[src/rtl/util_cdc_tx.sv]
// Source side of a 2-phase toggle req/ack crossing: a word is held on cdc_data_o, then req toggles a cycle later.
// One word per SYNC_STAGES+2 cycles at best; a one-entry buffer absorbs one extra word, then tx_ready_o drops.
module util_cdc_tx #(
    parameter int WIDTH       = 32,
    parameter int SYNC_STAGES = 2
) (
    input  logic             clk_i,
    input  logic             reset_i,
    input  logic             tx_valid_i,
    output logic             tx_ready_o,
    input  logic [WIDTH-1:0] tx_data_i,
    output logic             cdc_req_o,
    output logic [WIDTH-1:0] cdc_data_o,
    input  logic             cdc_ack_i,
    output logic             busy_o,
    output logic             err_o
);

    typedef enum logic [1:0] {
        IDLE,
        SETUP,
        WAIT
    } state_t;

    state_t                 state, state_nxt;
    logic                   req_q, req_nxt;
    logic [WIDTH-1:0]       data_q, data_nxt;
    logic                   buf_valid, buf_valid_nxt;
    logic [WIDTH-1:0]       buf_data, buf_data_nxt;
    logic                   err_q, err_nxt;

    logic [SYNC_STAGES-1:0] ack_sync;
    logic                   ack_s;
    logic                   ack_q;
    logic                   accept;
    logic                   done;

    // cdc_ack_i is asynchronous; only the last stage feeds any logic.
    always_ff @(posedge clk_i) begin
        if (reset_i) begin
            ack_sync <= '0;
            ack_q    <= 1'b0;
        end else begin
            ack_sync <= {ack_sync[SYNC_STAGES-2:0], cdc_ack_i};
            ack_q    <= ack_s;
        end
    end

    assign ack_s      = ack_sync[SYNC_STAGES-1];
    assign tx_ready_o = !buf_valid && !reset_i;
    assign accept     = tx_valid_i && tx_ready_o;
    assign done       = (ack_s == req_q);

    always_comb begin
        state_nxt     = state;
        req_nxt       = req_q;
        data_nxt      = data_q;
        buf_valid_nxt = buf_valid;
        buf_data_nxt  = buf_data;
        err_nxt       = err_q | ((ack_s != ack_q) && (state != WAIT));
        case (state)
            IDLE: begin
                if (accept) begin
                    data_nxt  = tx_data_i;
                    state_nxt = SETUP;
                end
            end
            SETUP: begin
                // data was launched last cycle, so req can move now without a skew hazard
                req_nxt   = ~req_q;
                state_nxt = WAIT;
                if (accept) begin
                    buf_data_nxt  = tx_data_i;
                    buf_valid_nxt = 1'b1;
                end
            end
            WAIT: begin
                if (done) begin
                    if (buf_valid) begin
                        data_nxt      = buf_data;
                        buf_valid_nxt = 1'b0;
                        state_nxt     = SETUP;
                    end else if (accept) begin
                        data_nxt  = tx_data_i;
                        state_nxt = SETUP;
                    end else begin
                        state_nxt = IDLE;
                    end
                end else if (accept) begin
                    buf_data_nxt  = tx_data_i;
                    buf_valid_nxt = 1'b1;
                end
            end
            default: state_nxt = IDLE;
        endcase
    end

    always_ff @(posedge clk_i) begin
        if (reset_i) begin
            state     <= IDLE;
            req_q     <= 1'b0;
            data_q    <= '0;
            buf_valid <= 1'b0;
            buf_data  <= '0;
            err_q     <= 1'b0;
        end else begin
            state     <= state_nxt;
            req_q     <= req_nxt;
            data_q    <= data_nxt;
            buf_valid <= buf_valid_nxt;
            buf_data  <= buf_data_nxt;
            err_q     <= err_nxt;
        end
    end

    assign cdc_req_o  = req_q;
    assign cdc_data_o = data_q;
    assign busy_o     = (state != IDLE) || buf_valid;
    assign err_o      = err_q;

endmodule
[config.mk]
export PLATFORM = sky130hd
export DESIGN_NAME = util_cdc_tx
export DESIGN_NICKNAME = d
export VERILOG_FILES = /design/src/rtl/util_cdc_tx.sv
export SDC_FILE = /design/constraint.sdc
export NUM_CORES = 1
export LEC_CHECK = 0
export CAP_MARGIN = 20
export CELL_PAD_IN_SITES_DETAIL_PLACEMENT = 1
export CELL_PAD_IN_SITES_GLOBAL_PLACEMENT = 2
export CORE_ASPECT_RATIO = 1.5
export CORE_UTILIZATION = 30
export DETAILED_ROUTE_END_ITERATION = 16
export DONT_BUFFER_PORTS = 1
export PLACE_DENSITY = 0.64
export SYNTH_ARGS = -nofsm -noshare
export SYNTH_HDL_FRONTEND = slang
export SYNTH_SLANG_ARGS = --single-unit
[constraint.sdc]
create_clock -name clk_i -period 2.4 [get_ports clk_i]
set_input_delay 0.6 -clock clk_i [delete_from_list [all_inputs] [get_ports clk_i]]
set_output_delay 0.6 -clock clk_i [all_outputs]
set_load 0.02 [all_outputs]
==> reports/summary.txt, run 1 <==
first-pass GRT wire length = 13.4 mm
Reg clk slew, reported paths = 0.06 ns
Iteration-0 DRC Markers = 119
adder-cell area share of the yosys netlist = 0.0200
Sequential Power Share = 0.437
RSZ-0062 raised after global routing = false
Synth Instances = 362
sw frac = 0.332
Final period util = 0.825
post-layout util = 0.349
Pins Over Slew Limit = 0
MaxCap Viol Count = 0
Worst Path Max Fanout = 4
Leakage = 1.41 nW
Hold WC Path Type = input pin to flip-flop
register area share after synthesis = 0.460
Bufs on Longest Clock Path = 2
post-route insts no fill = 474
setup tns final = 0 ns
CP endpoint kind = output port
remaining antenna violation count = 0
synth unique cells = 31
Startpoint Class = flip-flop
Simple-Gate Fraction of Synth Area = 0.169
xor and xnor area share after synthesis = 0.0144
Slew @ Worst Pin = 0.426 ns
skew final = 0.00542 ns
Crit Path Category = flip-flop to output port
Compound-Gate Fraction of Synth Area = 0.181
Filler cells = 1181
mux cell area share after synthesis = 0.105
final hold vios = 0
fmax = 505 MHz
commonest non-fill, non-tap cell in the layout = dfxtp_1
insertion delay to the later sink of the worst-skew pair = 0.34 ns
Post-Syn Area = 3130 um^2
Rows = 45
PortBufs = 0
starting density of the core = 0.309
Num CTS Buffers = 9
Syn Nets = 403
Avg Vias per Cell = 5.17
die span in y = 127 um
number of antenna diodes = 0
CTS Root Cell = clkbuf_16
number of global-route vias before repair = 2614
Final Cell Area = 3530 um^2
core area = 10100 um^2
cts repair resizes = 0
Net Sw Power = 1.28 mW
CTS tree = yes
clock sink count = 72
Tmin final = 1.98 ns
via count = 2450
largest family of logic cells by synthesized area = compound AO/OA/AOI/OAI gates
# DRC = 0
CTS Hold Buffers Added = 0
#FFs+latches synth = 72
die width = 85.5 um
clock power share = 0.353
Cell Int Power = 2.57 mW
Mean Syn Cell Area = 8.66 um^2
routability cong. = 0.716
Area growth syn-to-layout = 12.7%
# setup viols final = 0
maximum number of pins on one net before global-route repair = 77
Final #Nets = 393
post-DP HPWL = 4.95 mm
Ports = 72
Cell Area, Placed = 3230 um^2
die area = 10900 um^2
status = completed
crit path DAT = 1.38 ns
CP required = 1.80 ns
wire per inst = 16.9 um
Total GRT Usage = 0.162
antenna violations before repair = 0
Warnings, synthesis = 0
H-tree depth = 3
fraction of layout cells with a size suffix above 1 = 0.0812
most frequent cells in the layout = dfxtp_1 (72), a21oi_1 (66), nand2_1 (64), mux2i_1 (33)
maximum vdd ir drop = 0.364 mV
router iterations before antenna repair = 4
Comb pwr share = 0.210
gr ovfl total = 0
PD cells = 1090 nW/um^2
setup bufs post-CTS = 0
final wirelength = 8.00 mm
Slew headroom = 0.716
placed insts = 458
[power groups by stage]
stage | combinational [mW] | sequential, mW | clock (mW)
after floorplan | 0.654 | 1.67 | 0
after global placement | 0.795 | 1.71 | 0
after detailed placement | 0.823 | 1.71 | 0
after CTS | 0.834 | 1.69 | 1.40
after global routing | 0.921 | 1.71 | 1.46
final | 0.808 | 1.68 | 1.36
[layer usage]
| layer | GRT usage | part of all wire | up-vias |
|---|---|---|---|
| li1 | - | - | 1228 |
| met1 | 0.181 | 0.41 | 1159 |
| met2 | 0.272 | 0.50 | 49 |
| met3 | 0.0478 | 0.060 | 14 |
| met4 | 0.0971 | 0.030 | 0 |
| met5 | 0 | 0 | - |
[metrics by stage]
| step | setup WS (ns) | power (mW) | hold WS [ns] |
|---|---|---|---|
| final | 0.420 | 3.85 | 0.330 |
| after global routing | 0.313 | 4.09 | 0.316 |
| after CTS | 0.398 | 3.93 | 0.317 |
| after detailed placement | 0.486 | 2.54 | 0.429 |
| after global placement | 0.544 | 2.51 | 0.424 |
| after floorplan | 0.502 | 2.32 | 0.414 |
[registers in the layout, summed over array words and instances (netlist names)]
signal / count
cdc_data_o: 32
err_o: 1
cdc_req_o: 1
ack_q: 1
buf_data: 32
ack_sync: 2
buf_valid: 1
state: 2
[final timing paths]
| path | start | to | slack, ns | depth (start not counted) |
|---|---|---|---|---|
| worst max register to register | state[0] | cdc_data_o[30] | 0.44 | 7 |
| worst max-delay path | state[0] | busy_o | 0.42 | 3 |
| worst min-delay path | reset_i | buf_data[3] | 0.33 | 1 |
| worst min register to register | ack_sync[0] | ack_sync[1] | 0.44 | 1 |
[logic make-up (layout without fill, tap and decap cells)]
family	count (synthesis)	in the layout
AO/OA/AOI/OAI	105	105
XOR/XNOR	3	3
adder cells (fa/ha/maj)	5	5
buffers and inverters	32	27
flip-flops	72	72
multiplexers	33	33
AND/OR/NAND/NOR	112	112
[Yosys cell counts, drive strengths merged]
cell     number  share of area
dfxtp        72           0.46
a21oi        66           0.11
nand2        65          0.079
mux2i        33           0.11
o21ai        32          0.051
or3          32          0.064
clkbuf       17          0.021
buf          12          0.026
nor2          9          0.013
ha            5          0.020
nor2b         4         0.0080
inv           3         0.0036
xnor2         2          0.012
a211o         1         0.0028
a211oi        1         0.0064
a2bb2oi       1         0.0028
a311oi        1         0.0028
nand2b        1         0.0020
o211ai        1         0.0024
o2bb2ai       1         0.0048
o31ai         1         0.0024
or3b          1         0.0036
xor2          1         0.0028
[layout make-up]
type / count / area (um^2) / area share
Multi-Input combinational cell: 258 / 1550 / 0.438
Sequential cell: 72 / 1440 / 0.408
Clock buffer: 13 / 260 / 0.0737
Tap cell: 117 / 146 / 0.0414
Timing Repair Buffer: 8 / 85.1 / 0.0241
Clock inverter: 3 / 40.0 / 0.0113
Inverter: 3 / 11.3 / 0.00319
[worst max-delay path: stages (launching register included)]
cell and delay [ns]:
dfxtp_1 0.38, inv_1 0.10, ha_1 0.27, nand2b_1 0.30
Note: power is estimated with default switching activity, not from simulation.
==> run 2, diff against run 1 <==
--- a/config.mk
+++ b/config.mk
@@ -12,7 +12,7 @@
 export CORE_UTILIZATION = 30
 export DETAILED_ROUTE_END_ITERATION = 16
 export DONT_BUFFER_PORTS = 1
-export PLACE_DENSITY = 0.64
+export PLACE_DENSITY = 0.66
 export SYNTH_ARGS = -nofsm -noshare
 export SYNTH_HDL_FRONTEND = slang
 export SYNTH_SLANG_ARGS = --single-unit
==> constraint.sdc (replaced) <==
create_clock -name clk_i -period 1.6 [get_ports clk_i]
set_input_delay 0.4 -clock clk_i [delete_from_list [all_inputs] [get_ports clk_i]]
set_output_delay 0.4 -clock clk_i [all_outputs]
set_load 0.02 [all_outputs]
==> run 2 against run 1 <==
  * Clock power grew 40%
  * Sequential power grew 50%
  * Register-to-register slack lost 0.44 ns
  * Non-clock buffer count grew 18
  * Clock-buffer cell count grew 1
  * Utilization grew 4.3 points
  * Largest cell class unchanged
  * Highest routed layer unchanged
==> reports/summary.txt, run 2 (same netlist as run 1, synthesis figures left out) <==
Tmin final = 1.60 ns
H-tree depth = 3 (unchanged)
Final #Nets = 411 (was 393)
PD cells = 1600 nW/um^2 (was 1090 nW/um^2)
Worst Path Buf+Inv = 2 (was 1)
crit path DAT = 1.86 ns (was 1.38 ns)
CTS tree = yes (unchanged)
remaining antenna violation count = 0 (unchanged)
Avg Vias per Cell = 5.21 (was 5.17)
MaxCap Viol Count = 0 (unchanged)
Startpoint Class = flip-flop (unchanged)
Num CTS Buffers = 9 (unchanged)
Filler cells = 1172 (was 1181)
Slowest-stage cell, CP = dfxtp_4 (was dfxtp_1)
post-route insts no fill = 492 (was 474)
CP endpoint kind = flip-flop (was output port)
Hold WC Path Type = input pin to flip-flop (unchanged)
Pins Over Slew Limit = 0 (unchanged)
dpl ws = -0.134 ns (was 0.486 ns)
CP required = 1.86 ns (was 1.80 ns)
Final Cell Area = 3970 um^2 (was 3530 um^2)
CTS Root Cell = clkbuf_16 (unchanged)
Cell Area, Placed = 3460 um^2 (was 3230 um^2)
Area growth syn-to-layout = 26.7% (was 12.7%)
Sequential Area = 1450 um^2 (was 1440 um^2)
gr ovfl total = 0 (unchanged)
fraction of layout cells with a size suffix above 1 = 0.205 (was 0.0812)
core area = 10100 um^2 (unchanged)
number of antenna diodes = 0 (unchanged)
final hold vios = 0 (unchanged)
Iteration-0 DRC Markers = 62 (was 119)
routability cong. = 0.756 (was 0.716)
clock sink count = 72 (unchanged)
die area = 10900 um^2 (unchanged)
post-layout util = 0.392 (was 0.349)
maximum number of pins on one net before global-route repair = 77 (unchanged)
PortBufs = 0 (unchanged)
final total power = 6.36 mW (was 3.85 mW)
fmax = 626 MHz
maximum vdd ir drop = 0.641 mV (was 0.364 mV)
slowest cell delay on critical path = 0.36 ns (was 0.38 ns)
insertion delay to the later sink of the worst-skew pair = 0.33 ns (was 0.34 ns)
Rows = 45 (unchanged)
setup tns final = 0 ns (unchanged)
Slew headroom = 0.753 (was 0.716)
commonest non-fill, non-tap cell in the layout = dfxtp_1 (unchanged)
final worst slack = 0.00167 ns (was 0.420 ns)
antenna violations before repair = 0 (unchanged)
Crit Path Category = flip-flop to flip-flop (was flip-flop to output port)
post-DP HPWL = 5.30 mm (was 4.95 mm)
number of global-route vias before repair = 2654 (was 2614)
Cell Chain, Critical Path = inv_4, ha_4, nand2b_4, o2bb2ai_4, buf_12, or3_1, a21oi_1 (was inv_1, ha_1, nand2b_1)
most frequent cells in the layout = dfxtp_1 (69), nand2_1 (64), a21oi_1 (52), mux2i_1 (33), o21ai_0 (29) (was dfxtp_1 (72), a21oi_1 (66), nand2_1 (64), mux2i_1 (33))
hold slack = 0.140 ns (was 0.330 ns)
# setup viols final = 0 (unchanged)
status = completed (unchanged)
Slew @ Worst Pin = 0.369 ns (was 0.426 ns)
CP top delay family = simple AND/OR/NAND/NOR gates (was flip-flops)
router iterations before antenna repair = 4 (unchanged)
die width = 85.5 um (unchanged)
Worst Path Max Fanout = 19 (was 4)
# DRC = 0 (unchanged)
skew final = 0.00725 ns (was 0.00542 ns)
starting density of the core = 0.309 (unchanged)
first-pass GRT wire length = 13.7 mm (was 13.4 mm)
wire per inst = 17.3 um (was 16.9 um)
placed insts = 470 (was 458)
Total GRT Usage = 0.160 (was 0.162)
Leakage = 1.58 nW (was 1.41 nW)
via count = 2564 (was 2450)
die span in y = 127 um (unchanged)
Final period util = 0.999
final wirelength = 8.49 mm (was 8.00 mm)
Ports = 72 (unchanged)
Multi-input gate area = 1690 um^2 (was 1550 um^2)
RSZ-0062 raised after global routing = true (was false)
Bufs on Longest Clock Path = 2 (unchanged)
Reg clk slew, reported paths = 0.05 ns (was 0.06 ns)
run 2: changes by cell type in the layout (fill, tap and decap cells not counted), moves of 3 or more:
cell,change
a21oi_1,-14
a21oi_2,+14
buf_12,+10
buf_4,+5
or3_1,-5
or3_4,+5
dfxtp_1,-3
inv_4,+3
o21ai_0,-3
o21ai_1,+3
run 2: power by group:
part	leakage [nW]	switching (mW)	internal, mW	total, mW
registers	0.588	0.421	2.10	2.52
logic	0.855	0.956	0.973	1.93
clock network	0.139	0.733	1.18	1.91
run 2: path summary, 6_finish.rpt:
kind | start | to | slack [ns] | cells after the start
max | state[0] | cdc_data_o[19] | 0.002 | 7
min | reset_i | state[1] | 0.14 | 1
max reg2reg | state[0] | cdc_data_o[19] | 0.002 | 7
min reg2reg | ack_sync[0] | ack_sync[1] | 0.44 | 1
run 2: area by class of cell:
type                            count  share of cell area
Sequential cell                    72               0.365
Tap cell                          117              0.0369
Multi-Input combinational cell    258               0.424
Clock inverter                      2             0.00315
Timing Repair Buffer               26              0.0967
Clock buffer                       14              0.0690
Inverter                            3             0.00473
run 2: what timing repair did:
action / CTS / global route
cloned: 0 / 2
pin swaps: 1 / 4
hold buffers: 0 / 0
buffers inserted: 0 / 4
gates resized for setup: 6 / 32
setup endpoints to repair: 67 / 67
run 2: worst reg2reg max path, delay by kind of cell (launching register included):
family	cells	cell delay (ns)
AO/OA/AOI/OAI	2	0.33
adder cells (fa/ha/maj)	1	0.15
buffers and inverters	2	0.26
flip-flops	1	0.36
AND/OR/NAND/NOR	2	0.43
run 2: layer usage:
| layer | GRT usage | vias to the layer above | wire length (um) |
|---|---|---|---|
| met4 | 0.0627 | 0 | 138 |
| met5 | 0 | - | 0 |
| met2 | 0.274 | 47 | 4340 |
| li1 | - | 1268 | - |
| met3 | 0.0549 | 8 | 487 |
| met1 | 0.183 | 1241 | 3520 |
==> run 3, diff against run 2 <==
==> config.mk (replaced) <==
export PLATFORM = sky130hd
export DESIGN_NAME = util_cdc_tx
export DESIGN_NICKNAME = d
export VERILOG_FILES = /design/src/rtl/util_cdc_tx.sv
export SDC_FILE = /design/constraint.sdc
export NUM_CORES = 1
export LEC_CHECK = 0
export CAP_MARGIN = 20
export CORE_ASPECT_RATIO = 1.5
export CORE_UTILIZATION = 30
export DETAILED_ROUTE_END_ITERATION = 16
export DONT_BUFFER_PORTS = 1
export PLACE_DENSITY = 0.43
export RECOVER_POWER = 50
export SYNTH_ARGS = -nofsm -noshare
export SYNTH_HDL_FRONTEND = slang
export SYNTH_SLANG_ARGS = --single-unit
==> run 3 against run 2 <==
  * Clock-buffer cell count decreased by 1
  * Final area increased by 2.5%
  * Wire length decreased by 2.1%
  * Sequential power about the same
  * Utilization increased by 0.98 points
  * Cell count increased by 1.2%
  * Via count increased by 1.1%
  * Critical path depth increased by 2
  * Power decreased by 0.93%
  * Die area unchanged
  * Critical endpoint is now buf_data[7]
  * First-iteration DRC count increased by 56%
  * Largest power group unchanged
  * Combinational power increased by 4%
==> reports/summary.txt, run 3 (same netlist as run 1, synthesis figures left out) <==
status = completed (unchanged)
RSZ-0062 raised after global routing = true (unchanged)
Worst Min Path Start = reset_i (unchanged)
Slew @ Worst Pin = 0.381 ns (was 0.369 ns)
CP required = 1.86 ns (about the same)
dpl ws = -0.105 ns (was -0.134 ns)
crit path DAT = 1.85 ns (was 1.86 ns)
FF-to-FF path depth = 9 (was 7)
die width = 85.5 um (unchanged)
PortBufs = 0 (unchanged)
first-pass GRT wire length = 12.3 mm (was 13.7 mm)
Avg Vias per Cell = 5.20 (was 5.21)
final hold vios = 0 (unchanged)
insertion delay to the later sink of the worst-skew pair = 0.33 ns (about the same)
Leakage = 1.59 nW (was 1.58 nW)
Ports = 72 (unchanged)
Crit Path Category = flip-flop to flip-flop (unchanged)
post-DP HPWL = 4.90 mm (was 5.30 mm)
starting density of the core = 0.309 (unchanged)
post-route insts no fill = 498 (was 492)
MaxCap Viol Count = 0 (unchanged)
end of the worst hold path = buf_data[3] (was state[1])
Cell Chain, Critical Path = inv_4, ha_4, nor2_1, buf_4, a211oi_4, buf_12, buf_8, nand2_1, a21oi_2 (was inv_4, ha_4, nand2b_4, o2bb2ai_4, buf_12, or3_1, a21oi_1)
Hold WC Path Type = input pin to flip-flop (unchanged)
Area growth syn-to-layout = 29.9% (was 26.7%)
Final #Nets = 419 (was 411)
Iteration-0 DRC Markers = 97 (was 62)
maximum number of pins on one net before global-route repair = 77 (unchanged)
Reg clk slew, reported paths = 0.05 ns (about the same)
# DRC = 0 (unchanged)
most frequent cells in the layout = dfxtp_1 (70), nand2_1 (64), a21oi_1 (36), mux2i_1 (33), a21oi_2 (30) (was dfxtp_1 (69), nand2_1 (64), a21oi_1 (52), mux2i_1 (33), o21ai_0 (29))
Total GRT Usage = 0.148 (was 0.160)
router iterations before antenna repair = 4 (unchanged)
clock sink count = 72 (unchanged)
gr ovfl total = 0 (unchanged)
CTS tree = yes (unchanged)
antenna violations before repair = 0 (unchanged)
Setup crit start = state[0] (unchanged)
Pins Over Slew Limit = 0 (unchanged)
# setup viols final = 0 (unchanged)
commonest non-fill, non-tap cell in the layout = dfxtp_1 (unchanged)
FF-to-FF End = buf_data[7] (was cdc_data_o[19])
Bufs on Longest Clock Path = 2 (unchanged)
number of antenna diodes = 0 (unchanged)
Tmin final = 1.59 ns (was 1.60 ns)
hold slack = 0.137 ns (was 0.140 ns)
Rows = 45 (unchanged)
final total power = 6.30 mW (was 6.36 mW)
CTS Root Cell = clkbuf_16 (unchanged)
slowest cell delay on critical path = 0.36 ns (about the same)
CP endpoint kind = flip-flop (unchanged)
final worst slack = 0.0130 ns (was 0.00167 ns)
fraction of layout cells with a size suffix above 1 = 0.262 (was 0.205)
skew final = 0.00574 ns (was 0.00725 ns)
routability cong. = 0.823 (was 0.756)
via count = 2591 (was 2564)
CP top delay family = buffers and inverters (was simple AND/OR/NAND/NOR gates)
Num CTS Buffers = 9 (unchanged)
R2R Path Start = state[0] (unchanged)
R2R Setup Slk = 0.01 ns (was 0.002 ns)
fmax = 630 MHz (was 626 MHz)
Slowest-stage cell, CP = dfxtp_4 (unchanged)
final wirelength = 8.31 mm (was 8.49 mm)
placed insts = 476 (was 470)
core area = 10100 um^2 (unchanged)
Slew headroom = 0.745 (was 0.753)
die span in y = 127 um (unchanged)
remaining antenna violation count = 0 (unchanged)
die area = 10900 um^2 (unchanged)
maximum vdd ir drop = 0.666 mV (was 0.641 mV)
Worst Path Max Fanout = 7 (was 19)
H-tree depth = 3 (unchanged)
setup tns final = 0 ns (unchanged)
cell depth of the worst min-delay path = 1 (unchanged)
Final period util = 0.992 (was 0.999)
number of global-route vias before repair = 2337 (was 2654)
Worst Path Buf+Inv = 4 (was 2)
wire per inst = 16.7 um (was 17.3 um)
Startpoint Class = flip-flop (unchanged)
PD cells = 1550 nW/um^2 (was 1600 nW/um^2)
==> run 3: cell count changes in the layout (fill, tap and decap cells not counted), sizes merged <==
cell      change
clkinvlp      -1
buf           +7
==> run 3: area by class of cell <==
| cell class | count | area (um^2) |
|---|---|---|
| inverter | 3 | 16.3 |
| multi-input combinational | 258 | 1760 |
| sequential | 72 | 1450 |
| tap | 117 | 146 |
| clock buffer | 13 | 250 |
| fill | 1030 | 6060 |
| timing repair buffer | 34 | 447 |
| clock inverter | 1 | 5.00 |
==> run 3: power by group <==
| part | total, mW | switching (mW) | internal (mW) |
|---|---|---|---|
| Clock | 1.77 | 0.699 | 1.07 |
| Combinational | 2.00 | 0.973 | 1.03 |
| Sequential | 2.52 | 0.426 | 2.10 |
| Total | 6.30 | 2.10 | 4.20 |
==> run 3: metrics by stage <==
step                utilization  cell area, um^2
finish                    0.402             4070
global route              0.402             4070
CTS                       0.368             3730
detailed placement        0.341             3450
global placement          0.341             3450
floorplan                     -             3160
==> run 3: how the worst max path moves through the flow <==
| stage | to | slack (ns) | cells after the start |
|---|---|---|---|
| after floorplan | cdc_data_o[29] | 0.01 | 7 |
| after global placement | buf_data[5] | -0.01 | 8 |
| final | buf_data[7] | 0.01 | 9 |
| after global routing | buf_data[7] | -0.08 | 9 |
| after CTS | busy_o | -0.03 | 4 |
| after detailed placement | buf_data[7] | -0.10 | 8 |
==> run 3: metal layers <==
layer  up-vias  track usage  wire, um
li1       1280            -         -
met1      1236        0.169      3410
met2        59        0.241      4180
met3        16       0.0459       491
met4         0       0.0922       238
met5         -            0         0
==> run 3: what timing repair did <==
item,CTS,global route
pin swaps,1,11
gates resized for setup,6,68
setup buffers,0,3
endpoints found under the setup margin,38,66
gates cloned,1,4
hold buffers,0,0
